[src/rtl/alu_pipe_pkg.sv]
// Shared opcode encodings and flag bit positions for the pipelined ALU.
package alu_pipe_pkg;

  localparam logic [3:0] OP_ADD   = 4'h0;
  localparam logic [3:0] OP_NEG   = 4'h1;
  localparam logic [3:0] OP_AND   = 4'h2;
  localparam logic [3:0] OP_OR    = 4'h3;
  localparam logic [3:0] OP_XOR   = 4'h4;
  localparam logic [3:0] OP_NOT   = 4'h5;
  localparam logic [3:0] OP_SELBA = 4'h6;
  localparam logic [3:0] OP_SELAB = 4'h7;
  localparam logic [3:0] OP_SUB   = 4'h8;
  localparam logic [3:0] OP_LT    = 4'h9;
  localparam logic [3:0] OP_LE    = 4'hA;
  localparam logic [3:0] OP_GT    = 4'hB;
  localparam logic [3:0] OP_GE    = 4'hC;
  localparam logic [3:0] OP_EQ    = 4'hD;
  localparam logic [3:0] OP_NE    = 4'hE;
  localparam logic [3:0] OP_XSB   = 4'hF;

  localparam int FLG_ZF = 0;
  localparam int FLG_N  = 1;
  localparam int FLG_C  = 2;
  localparam int FLG_V  = 3;

endpackage

[src/rtl/alu_pipe_core.sv]
// Combinational ALU datapath for the 16-opcode set; flag outputs exist only
// when ALU_PIPE_FLAGS_EN is defined.
module alu_pipe_core
  import alu_pipe_pkg::*;
#(
  parameter int W = 32
) (
  input  logic [W-1:0] a_i,
  input  logic [W-1:0] b_i,
  input  logic [3:0]   inst_i,
  input  logic         sel_i,
  output logic [W-1:0] res_o
`ifdef ALU_PIPE_FLAGS_EN
  ,
  output logic [3:0]   flags_o
`endif
);

  logic signed [W-1:0] a_s;
  logic signed [W-1:0] b_s;
  logic [W-1:0]        add_x;
  logic [W-1:0]        add_y;
  logic [W-1:0]        sum;
  logic                add_cin;

  assign a_s = a_i;
  assign b_s = b_i;

  // ADD, NEG and SUB share one adder: NEG is ~A+0+1, SUB is A+~B+1.
  always_comb begin
    add_x   = a_i;
    add_y   = b_i;
    add_cin = 1'b0;
    case (inst_i)
      OP_NEG: begin
        add_x   = ~a_i;
        add_y   = '0;
        add_cin = 1'b1;
      end
      OP_SUB: begin
        add_y   = ~b_i;
        add_cin = 1'b1;
      end
      default: ;
    endcase
  end

`ifdef ALU_PIPE_FLAGS_EN
  logic [W:0] sum_c;
  logic       arith;

  function automatic logic [3:0] calc_flags(input logic [W-1:0] r,
                                            input logic [W-1:0] x,
                                            input logic [W-1:0] y,
                                            input logic         cout,
                                            input logic         is_arith);
    logic [3:0] f;
    f         = '0;
    f[FLG_ZF] = (r == '0);
    f[FLG_N]  = r[W-1];
    if (is_arith) begin
      f[FLG_C] = cout;
      f[FLG_V] = (x[W-1] == y[W-1]) && (r[W-1] != x[W-1]);
    end
    return f;
  endfunction

  assign sum_c   = {1'b0, add_x} + {1'b0, add_y} + {{W{1'b0}}, add_cin};
  assign sum     = sum_c[W-1:0];
  assign arith   = (inst_i == OP_ADD) || (inst_i == OP_NEG) || (inst_i == OP_SUB);
  assign flags_o = calc_flags(res_o, add_x, add_y, sum_c[W], arith);
`else
  assign sum = add_x + add_y + {{(W-1){1'b0}}, add_cin};
`endif

  always_comb begin
    res_o = '0;
    case (inst_i)
      OP_ADD, OP_NEG, OP_SUB: res_o = sum;
      OP_AND:   res_o = a_i & b_i;
      OP_OR:    res_o = a_i | b_i;
      OP_XOR:   res_o = a_i ^ b_i;
      OP_NOT:   res_o = ~a_i;
      OP_SELBA: res_o = sel_i ? b_i : a_i;
      OP_SELAB: res_o = sel_i ? a_i : b_i;
      OP_LT:    res_o = {{(W-1){1'b0}}, (a_s <  b_s)};
      OP_LE:    res_o = {{(W-1){1'b0}}, (a_s <= b_s)};
      OP_GT:    res_o = {{(W-1){1'b0}}, (a_s >  b_s)};
      OP_GE:    res_o = {{(W-1){1'b0}}, (a_s >= b_s)};
      OP_EQ:    res_o = {{(W-1){1'b0}}, (a_s == b_s)};
      OP_NE:    res_o = {{(W-1){1'b0}}, (a_s != b_s)};
      OP_XSB:   res_o = {{(W-1){1'b0}}, (sel_i ^ b_i[0])};
      default:  res_o = '0;
    endcase
  end

endmodule

[src/rtl/alu_pipe.sv]
// Two-stage pipelined ALU with valid/ready on both sides. S1 holds operands,
// S2 holds the result. Define ALU_PIPE_FLAGS_EN to add the FLAGS output.
module alu_pipe
  import alu_pipe_pkg::*;
#(
  parameter int W = 32
) (
  input  logic         CLK,
  input  logic         RST,
  input  logic         IN_VALID,
  output logic         IN_READY,
  input  logic [W-1:0] A,
  input  logic [W-1:0] B,
  input  logic [3:0]   INST,
  input  logic         SEL,
  output logic         OUT_VALID,
  input  logic         OUT_READY,
  output logic [W-1:0] Z
`ifdef ALU_PIPE_FLAGS_EN
  ,
  output logic [3:0]   FLAGS
`endif
);

  logic         vld_p1_q, vld_p1_d;
  logic [W-1:0] a_p1_q, a_p1_d;
  logic [W-1:0] b_p1_q, b_p1_d;
  logic [3:0]   inst_p1_q, inst_p1_d;
  logic         sel_p1_q, sel_p1_d;
  logic         vld_p2_q, vld_p2_d;
  logic [W-1:0] z_p2_q, z_p2_d;
  logic [W-1:0] core_res;
  logic         s2_free;

`ifdef ALU_PIPE_FLAGS_EN
  logic [3:0]   flg_p2_q, flg_p2_d;
  logic [3:0]   core_flags;
`endif

  alu_pipe_core #(.W(W)) u_core (
    .a_i    (a_p1_q),
    .b_i    (b_p1_q),
    .inst_i (inst_p1_q),
    .sel_i  (sel_p1_q),
    .res_o  (core_res)
`ifdef ALU_PIPE_FLAGS_EN
    ,
    .flags_o(core_flags)
`endif
  );

  assign s2_free   = !vld_p2_q || OUT_READY;
  assign IN_READY  = !vld_p1_q || s2_free;
  assign OUT_VALID = vld_p2_q;
  assign Z         = z_p2_q;
`ifdef ALU_PIPE_FLAGS_EN
  assign FLAGS     = flg_p2_q;
`endif

  always_comb begin
    vld_p1_d  = vld_p1_q;
    a_p1_d    = a_p1_q;
    b_p1_d    = b_p1_q;
    inst_p1_d = inst_p1_q;
    sel_p1_d  = sel_p1_q;
    vld_p2_d  = vld_p2_q;
    z_p2_d    = z_p2_q;
`ifdef ALU_PIPE_FLAGS_EN
    flg_p2_d  = flg_p2_q;
`endif
    // S0 -> S1: operand capture on accept
    if (IN_READY) begin
      vld_p1_d = IN_VALID;
      if (IN_VALID) begin
        a_p1_d    = A;
        b_p1_d    = B;
        inst_p1_d = INST;
        sel_p1_d  = SEL;
      end
    end
    // S1 -> S2: result capture when the output slot is free
    if (s2_free) begin
      vld_p2_d = vld_p1_q;
      if (vld_p1_q) begin
        z_p2_d = core_res;
`ifdef ALU_PIPE_FLAGS_EN
        flg_p2_d = core_flags;
`endif
      end
    end
  end

  // Operand registers are not reset; the visible result is cleared with the valids.
  always_ff @(posedge CLK) begin
    a_p1_q    <= a_p1_d;
    b_p1_q    <= b_p1_d;
    inst_p1_q <= inst_p1_d;
    sel_p1_q  <= sel_p1_d;
    if (RST) begin
      vld_p1_q <= 1'b0;
      vld_p2_q <= 1'b0;
      z_p2_q   <= '0;
`ifdef ALU_PIPE_FLAGS_EN
      flg_p2_q <= '0;
`endif
    end else begin
      vld_p1_q <= vld_p1_d;
      vld_p2_q <= vld_p2_d;
      z_p2_q   <= z_p2_d;
`ifdef ALU_PIPE_FLAGS_EN
      flg_p2_q <= flg_p2_d;
`endif
    end
  end

endmodule

[config.mk]
export PLATFORM = sky130hd
export DESIGN_NAME = alu_pipe
export DESIGN_NICKNAME = d
export VERILOG_FILES = /design/src/rtl/alu_pipe_pkg.sv /design/src/rtl/alu_pipe_core.sv /design/src/rtl/alu_pipe.sv
export SDC_FILE = /design/constraint.sdc
export NUM_CORES = 1
export LEC_CHECK = 0
export CAP_MARGIN = 20
export CORE_ASPECT_RATIO = 1.1
export CORE_MARGIN = 3
export CORE_UTILIZATION = 25
export CTS_BUF_LIST = sky130_fd_sc_hd__clkbuf_8
export CTS_CLUSTER_DIAMETER = 60
export DETAILED_ROUTE_END_ITERATION = 16
export GPL_TIMING_DRIVEN = 0
export RECOVER_POWER = 25
export REMOVE_ABC_BUFFERS = 1
export SETUP_SLACK_MARGIN = 0.15
export SLEW_MARGIN = 25
export SYNTH_ARGS = -nofsm -noshare
export SYNTH_HDL_FRONTEND = slang
export SYNTH_SLANG_ARGS = --single-unit
export TNS_END_PERCENT = 50
[constraint.sdc]
create_clock -name CLK -period 4.4 [get_ports CLK]
set_clock_uncertainty 0.15 [all_clocks]
set_input_delay 0.88 -clock CLK [delete_from_list [all_inputs] [get_ports CLK]]
set_output_delay 0.88 -clock CLK [all_outputs]
set_load 0.01 [all_outputs]
==> impl_metrics.py <==
metrics = {
    "logic_synthesis": {
        "synth.area.mux_share": 0.00697,
        "synth_top_cell_by_area": "edfxtp_1",
        "synthArstFlopShare": 0,
        "ys_seq_elements": 103,
        "synth-main-ff-cell": "edfxtp_1",
        "ys_seq_area_frac": 0.307,
        "synthTopCellsByArea": "edfxtp_1, ha_1, dfxtp_1, xnor2_1, a21oi_1",
        "synth.top_cell.area_share": 0.231,
        "synth_compound_area_frac": 0.266,
        "ys_warn_count": 0,
        "yosysUniqueCellTypes": 69,
        "syn_inst": 1022,
        "synth-adder-area-share": 0.180,
        "synth_xor_area_frac": 0.0537,
        "postSynthAreaPerCell_sq_um": 8.78,
        "synth_top_family_by_area": "compound AO/OA/AOI/OAI gates",
        "synth_simple_gate_area_share": 0.126,
        "synth_edf_count": 69,
        "synth_area_sq_um": 8980,
    },
    "critical_path": {
        "crit_arrival_ns": 4.35,
        "reg2reg_slack_ns": 0.22,
        "critPathLaunchType": "flop",
        "required_ns": 4.57,
        "cp_max_fo": 6,
        "reg2reg_to": "Z[26]",
        "critical_path_class": "flop to flop",
        "end_kind": "flop",
        "r2r_start": "inst_p1_q[1]",
        "reg2regPathDepth": 16,
    },
    "placement": {
        "gp_congestion": 0.841,
        "dp_hpwl_mm": 21.0,
        "io_buffers": 106,
    },
    "clock_tree": {
        "clk_path_buf_depth": 2,
        "cts_buffers": 9,
        "numClockSinks": 103,
        "cts_tree": "yes",
        "clkTransAtPathRegs_ns": 0.13,
        "root_buffer": "clkbuf_8",
        "htree_levels": 3,
        "insertion_delay_ns": 0.42,
        "ctsHoldBuffers": 0,
    },
    "min_path": {
        "min-delay-start": "Z[1]",
        "min_delay_path_depth": 2,
        "min_to": "Z[1]",
        "hp-class": "flop to flop",
    },
    "route": {
        "dr.first_iter.drc_count": 615,
        "antenna_left": 0,
        "wl_mm": 29.6,
        "post_drt_wl_per_cell_microns": 18.1,
        "via_count": 8484,
        "viasPerCell": 5.18,
        "dr.pass1.iters": 5,
        "drc": 0,
    },
    "cells_and_area": {
        "syn_to_final_growth_pct": 31.0,
        "layout_commonest_cell": "ha_1",
        "drive_gt1_frac": 0.136,
        "nets": 1353,
        "diodes": 0,
        "final_cell_mix": "ha_1, nand2_1, inv_1",
    },
    "die": {
        "start_util": 0.254,
        "die_h_microns": 205,
        "chipWidth_microns": 187,
        "die_area_sq_um": 38200,
        "rows": 72,
        "ioPinCount": 107,
        "core-area_sq_um": 35300,
    },
    "grt": {
        "grt_overflow_total": 0,
        "grt_use_total": 0.150,
        "grt_pass1_vias": 8209,
        "grt_max_degree": 39,
        "grt_pass1_wl_mm": 45.5,
        "antenna_found_initial": 0,
    },
    "power_and_ir_drop": {
        "finalPower_mw": 2.94,
        "powerDensity_nw_per_um2": 250,
        "power_leakage_nw": 4.60,
        "vdd_drop_max_uv": 155,
    },
    "sta": {
        "fin_crit_ns": 4.18,
        "slew_headroom": 0.389,
        "hold_viol_final": 0,
        "fin_setup_tns_ns": 0,
        "fin_crit_sh": 0.949,
        "setup_viol": 0,
        "fmax_mhz": 239,
        "rsz0062_at_grt": "true",
        "maxSlewViolCount": 0,
        "tightest_slew_ns": 0.917,
    },
    "outcome": {
        "status": "finished clean",
    },
    "flow_run": {
        "drv_cap": 0,
    },
}
-- registers in the layout (all words and copies together), names as in the netlist --
register,cells
inst_p1_q,4
sel_p1_q,1
vld_p1_q,1
Z,32
a_p1_q,32
b_p1_q,32
OUT_VALID,1
-- critical path, stage by stage, from the launching register on --
cell,delay [ns]
edfxtp_1,0.48
nor4b_4,0.34
buf_4,0.18
a31oi_4,0.06
buf_6,0.18
buf_12,0.14
nand2_2,0.06
o21ai_1,0.06
ha_2,0.39
nand3_4,0.11
or3_4,0.40
nor3_4,0.25
nor3_4,0.09
o31ai_4,0.40
a31oi_4,0.14
or3_4,0.41
a311oi_2,0.25
-- synth_stat cells (all sizes together), types with 5 or more instances --
library cell	count
ha	126
nand2	88
inv	80
nor2	75
a21oi	73
edfxtp	69
o21ai	60
clkbuf	51
xnor2	44
a221oi	36
dfxtp	34
a22oi	30
a211oi	24
nor3	24
a2111oi	19
o221ai	16
a21o	14
buf	11
xor2	11
nand3	10
nor4	9
o22ai	9
or3	9
a31oi	8
nor2b	8
a221o	6
a311oi	6
nand2b	5
nand4	5
o2111ai	5
o211ai	5
o21bai	5
o31ai	5
-- cells by family after synthesis --
logic type | Yosys count
adders and majority gates | 128
AOI/OAI and AO/OA | 340
buffers and inverters | 142
xor gates and xnor gates | 55
muxes | 6
DFF | 103
and+or+nand+nor | 248
-- power breakdown --
| part | switching (mW) | internal (mW) | total (mW) |
|---|---|---|---|
| logic | 0.569 | 0.491 | 1.06 |
| registers | 0.0760 | 1.10 | 1.18 |
| clock network | 0.364 | 0.334 | 0.698 |
-- cell type report --
type	instances	area, sq um
fill	3646	23600
multi-input combinational	778	6090
sequential	103	2750
timing repair buffer	180	1790
tap	481	602
inverter	80	300
clock buffer	10	138
clock inverter	6	85.1
-- routing by layer --
metal	vias to the layer above	track usage	part of all wire
li1	4067	-	-
met1	4101	0.187	0.43
met2	277	0.264	0.50
met3	39	0.0311	0.059
met4	0	0.0359	0.017
met5	-	0	0
-- stage by stage --
stage | hold WS, ns | setup WS (ns) | utilization | area, sq um | instances
3_5_place_dp | 0.304 | -0.934 | 0.306 | 10800 | 1574
6_report | 0.322 | 0.223 | 0.333 | 11800 | 1638
2_1_floorplan | 0.324 | -6.00 | - | 8740 | 960
4_1_cts | 0.322 | 0.169 | 0.318 | 11200 | 1606
5_1_grt | 0.374 | 0.0609 | 0.333 | 11800 | 1638
3_3_place_gp | 0.301 | -13.63 | 0.294 | 10400 | 1547
-- repair_timing --
action	CTS	global route
setup endpoints to repair	23	16
resized for setup	18	64
gates cloned	1	1
pin swaps	6	37
buffers inserted	15	31
-- worst max path at each step --
stage               depth (start not counted)  slack (ns)     to         start
floorplan                                  15       -6.00  Z[16]  inst_p1_q[1]
global placement                           14      -13.63  Z[16]  inst_p1_q[1]
detailed placement                         16       -0.93  Z[16]  inst_p1_q[1]
CTS                                        16        0.17  Z[16]  inst_p1_q[2]
global route                               16        0.06  Z[26]  inst_p1_q[1]
finish                                     16        0.22  Z[26]  inst_p1_q[1]
Note: power is estimated with default switching activity, not from simulation.
